==> src/rtl/pip_issue_unit.sv <==
// rtl/pip_issue_unit.sv - 4-entry instruction/operand FIFO feeding a 4-stage ADD/SUB processor
module pip_issue_unit #(
  parameter int DEPTH = 4
) (
  input  logic       clk,
  input  logic       reset,
  input  logic       in_valid,
  output logic       in_ready,
  input  logic [7:0] in_instr,
  input  logic [7:0] in_a,
  input  logic [7:0] in_b,
  input  logic       issue_en,
  output logic [7:0] instr_out,
  output logic [7:0] data_a_out,
  output logic [7:0] data_b_out,
  output logic       res_valid,
  output logic [2:0] fifo_count,
  output logic [7:0] issued_count,
  output logic       illegal_seen
);

  localparam logic [7:0] OP_NOP = 8'h00;
  localparam logic [7:0] OP_ADD = 8'h01;
  localparam logic [7:0] OP_SUB = 8'h02;
  localparam logic [2:0] FULL   = 3'(DEPTH);

  logic [7:0] mem_instr [4];
  logic [7:0] mem_a     [4];
  logic [7:0] mem_b     [4];
  logic [1:0] wr_ptr;
  logic [1:0] rd_ptr;
  logic [7:0] pend_a;
  logic [7:0] pend_b;
  logic [3:0] res_sr;

  logic       push;
  logic       pop;
  logic [7:0] head_instr;
  logic       head_legal;
  logic       head_arith;
  logic       out_arith;

  assign in_ready   = (fifo_count < FULL) && !reset;
  assign push       = in_valid && in_ready;
  assign pop        = issue_en && (fifo_count != 3'd0);
  assign head_instr = mem_instr[rd_ptr];
  assign head_arith = (head_instr == OP_ADD) || (head_instr == OP_SUB);
  assign head_legal = head_arith || (head_instr == OP_NOP);
  assign out_arith  = (instr_out == OP_ADD) || (instr_out == OP_SUB);
  // res_sr[0] follows the cycle after an ADD/SUB sits on instr_out, so bit 3 lands at N+4
  assign res_valid  = res_sr[3];

  always_ff @(posedge clk) begin
    if (push) begin
      mem_instr[wr_ptr] <= in_instr;
      mem_a[wr_ptr]     <= in_a;
      mem_b[wr_ptr]     <= in_b;
    end
  end

  always_ff @(posedge clk or posedge reset) begin
    if (reset) begin
      wr_ptr       <= 2'd0;
      rd_ptr       <= 2'd0;
      fifo_count   <= 3'd0;
      instr_out    <= OP_NOP;
      pend_a       <= 8'h00;
      pend_b       <= 8'h00;
      data_a_out   <= 8'h00;
      data_b_out   <= 8'h00;
      res_sr       <= 4'b0000;
      issued_count <= 8'h00;
      illegal_seen <= 1'b0;
    end else begin
      if (push) wr_ptr <= wr_ptr + 2'd1;
      if (pop)  rd_ptr <= rd_ptr + 2'd1;
      case ({push, pop})
        2'b10:   fifo_count <= fifo_count + 3'd1;
        2'b01:   fifo_count <= fifo_count - 3'd1;
        default: fifo_count <= fifo_count;
      endcase
      // Operands trail the opcode by one stage; bubbles and illegal slots carry zeros
      if (pop && head_legal) begin
        instr_out <= head_instr;
        pend_a    <= mem_a[rd_ptr];
        pend_b    <= mem_b[rd_ptr];
      end else begin
        instr_out <= OP_NOP;
        pend_a    <= 8'h00;
        pend_b    <= 8'h00;
      end
      data_a_out <= pend_a;
      data_b_out <= pend_b;
      res_sr     <= {res_sr[2:0], out_arith};
      if (pop && head_arith) issued_count <= issued_count + 8'd1;
      if (pop && !head_legal) illegal_seen <= 1'b1;
    end
  end

endmodule

==> config.mk <==
export PLATFORM = sky130hd
export DESIGN_NAME = pip_issue_unit
export DESIGN_NICKNAME = d
export VERILOG_FILES = /design/src/rtl/pip_issue_unit.sv
export SDC_FILE = /design/constraint.sdc
export NUM_CORES = 1
export LEC_CHECK = 0
export ABC_AREA = 1
export CORE_MARGIN = 1.5
export CORE_UTILIZATION = 40
export CTS_CLUSTER_DIAMETER = 150
export DETAILED_ROUTE_END_ITERATION = 10
export GPL_ROUTABILITY_DRIVEN = 1
export GPL_TIMING_DRIVEN = 0
export SKIP_CTS_REPAIR_TIMING = 1
export SYNTH_ARGS = -nofsm -noshare
export SYNTH_HDL_FRONTEND = slang
export SYNTH_SLANG_ARGS = --single-unit
==> constraint.sdc <==
create_clock -name clk -period 2.6 [get_ports clk]
set_clock_uncertainty 0.15 [all_clocks]
set_input_delay 0.26 -clock clk [delete_from_list [all_inputs] [get_ports clk]]
set_output_delay 0.26 -clock clk [all_outputs]
set_load 0.01 [all_outputs]
==> flow_summary.json <==
{
  "run_status": "complete, no violations",
  "grt_remaining_overflow": 0,
  "min_period_ps": 2363,
  "cts_buffer_depth": 2,
  "vias": 3655,
  "io_buffers": 65,
  "drc_errors": 0,
  "hp-class": "in -> async",
  "r2r_cells": 8,
  "routed_wl_um": 11560,
  "avgRoutedWirePerCell_um": 15.17,
  "antenna_found_initial": 0,
  "clock_tree.root_cell": "clkbuf_16",
  "synth_top_family_by_area": "simple AND/OR/NAND/NOR gates",
  "rsz0062_at_grt": "no",
  "p_total_mw": 7.178,
  "drtAntennaViolNets": 0,
  "cp_max_fo": 9,
  "grt_pass1_wl_um": 19110,
  "synth_fa_ha_area_share_pct": 1.602,
  "synthMuxAreaShare_pct": 0,
  "setup_viol": 0,
  "viasPerCell": 4.797,
  "die_area_um2": 15580,
  "synth.distinct_cells": 31,
  "finalWeightedCongestion": 0.7767,
  "relSlewSlack_pct": 42.87,
  "maxCapViolations": 0,
  "report.final.hold_viol_count": 0,
  "synthSimpleGateAreaFrac_pct": 13.97,
  "drt_pass1_iterations": 4,
  "initial_utilization_pct": 40.85,
  "insertedDiodeCount": 0,
  "powerDensity_nw_per_um2": 964.3,
  "seq_power_share_pct": 40.6,
  "pwr-share-clk_pct": 32.2,
  "synth_seq_cells": 156,
  "syn_area_per_cell_um2": 12.50,
  "netlist_area_um2": 5937,
  "netlist_instances": 475,
  "criticalPathCategory": "reg -> reg",
  "clock.fmax_mhz": 423.3,
  "synth_top_area_share_pct": 48.56,
  "p_sw_share_pct": 33.54,
  "leakage_nw": 3.038,
  "drive_gt1_share_pct": 11.59,
  "cts_sinks": 156,
  "p_sw_mw": 2.408,
  "p_int_mw": 4.770,
  "finalMaxSlewViolations": 0,
  "grt.total_usage_pct": 15.81,
  "path_clk_slew_ps": 70,
  "post-route-period-util_pct": 90.87,
  "crit_path_end_kind": "flip-flop",
  "setup.worst_path.start_class": "flip-flop",
  "r2r_slack_ps": 240,
  "area.growth.synth_to_final_pct": 25.37,
  "ios": 66,
  "grt_pass1_vias": 3680,
  "yosys.area.top_type": "edfxtp_1",
  "synth_warnings": 0,
  "crit_arrival_ps": 2510,
  "crit_path_start": "fifo_count[1]",
  "rr_startpoint": "fifo_count[1]",
  "fp.coreArea_um2": 14530,
  "synth-seq-area-share_pct": 73.85,
  "row_count": 44,
  "peakVddDrop_mv": 0.5356,
  "ys_top_cells_by_area": "edfxtp_1, dfrtp_1, nand2_1, nor2_1, o21ai_0",
  "cts_tree": "built",
  "clk-insertion-delay-late_ps": 420,
  "htree_num_levels": 4,
  "fp.dieW_um": 124.8,
  "pwr-share-comb_pct": 27.2,
  "synth-xor-area-share_pct": 1.033,
  "detail_route.iter0.violations": 304,
  "worst_pin_slew_ps": 855.0,
  "grt_max_degree": 40,
  "final_nets": 600,
  "synth_compound_area_share_pct": 5.058,
  "cp.required_ps": 2740,
  "place.detailed.hpwl_um": 7301,
  "final_util_pct": 51.21,
  "cts_buffers": 17,
  "fp.dieH_um": 124.8
}
## cells in the final DEF (no fill, tap or decap), types with 2 or more instances in the layout
master           Yosys  layout
a21oi_1              2       2
buf_2                3       3
buf_4                2       2
buf_6                3       3
clkbuf_1             8       8
clkbuf_16            0      18
clkdlybuf4s50_1      0      65
clkinv_2             0       2
clkinv_4             0       3
conb_1               1       6
dfrtp_1             60      60
edfxtp_1            96      96
ha_1                 6       6
inv_1               39      38
inv_2                5       6
inv_4                0       4
inv_6                0       3
nand2_1             88      88
nand3_1             31      31
nor2_1              51      47
nor2_2              10      10
nor2_4               1       5
nor4_1               2       2
o21ai_0             34      34
o22ai_1             16      16
xnor2_1              2       2
xor2_1               5       5
## sequential cells by signal, indices dropped and copies added, names as in the netlist
register / cells
mem_b: 32
issued_count: 8
wr_ptr: 2
data_a_out: 8
illegal_seen: 1
rd_ptr: 2
instr_out: 8
mem_instr: 32
data_b_out: 8
pend_a: 8
pend_b: 8
mem_a: 32
res_sr: 4
fifo_count: 3
## logic make-up after synthesis
group | count (synthesis)
buffers and inverters | 61
AND/OR/NAND/NOR | 189
XOR/XNOR | 7
AO/OA/AOI/OAI | 54
other | 1
flip-flops | 156
adder cells (fa/ha/maj) | 7
## power by group through the flow
stage	Sequential (mW)	Combinational [mW]	Clock, mW
6_report	2.91	1.95	2.31
5_1_grt	2.94	2.17	2.46
2_1_floorplan	2.97	1.28	0
3_5_place_dp	2.97	1.95	0
3_3_place_gp	2.96	1.89	0
4_1_cts	2.92	1.96	2.35
## area by class of cell
| cell class | instances | area, µm² |
|---|---|---|
| Clock inverter | 14 | 106.4 |
| Tap cell | 184 | 230.2 |
| Fill cell | 1273 | 7091 |
| Inverter | 44 | 165.2 |
| Buffer | 17 | 97.59 |
| Clock buffer | 18 | 450.4 |
| Timing Repair Buffer | 66 | 670.6 |
| Multi-Input combinational cell | 263 | 1339 |
| Sequential cell | 156 | 4384 |
## layer usage
layer	vias up	part of all wire, %	track usage [%]
met1	1777	47	21.33
li1	1771	-	-
met4	0	1.3	6.150
met2	94	47	25.02
met3	13	5.0	3.608
met5	-	0	0
## worst max-delay path: stages (launching register included)
cell	delay (ps)
dfrtp_1	370
inv_1	90
a31oi_2	530
ha_1	260
inv_1	70
fa_1	370
a21oi_1	140
o21ai_0	110
xor2_1	150
## cell usage after synthesis (all sizes together)
cell,number
o21ai,34
xnor2,2
o22ai,16
o21a,1
nor4,2
and3,1
xor2,5
dfrtp,60
a21oi,2
ha,6
fa,1
nor2,63
conb,1
edfxtp,96
inv,44
buf,9
clkbuf,8
nor3,1
nand3,32
nand2,90
a31oi,1
## stage by stage
stage                     hold slack (ps)  setup TNS (ps)  cells  worst slack, ps  area, µm²
final                               66.80               0    762            237.3       7443
after global routing                135.2               0    762            37.11       7443
after CTS                           81.51               0    762            198.6       7443
after detailed placement            184.7          -68.78    730           -68.78       6887
after global placement              181.6         -112820    729            -1019       6837
after floorplan                     181.2               0    480            145.5       5956
## final timing paths
kind                                   end
setup / recovery             fifo_count[2]
hold / removal             issued_count[1]
setup reg to reg             fifo_count[2]
hold reg to reg              data_b_out[2]
max in group asynchronous    data_a_out[0]
min in group clk             data_b_out[2]
No activity file was read; power rests on OpenSTA's default activity.
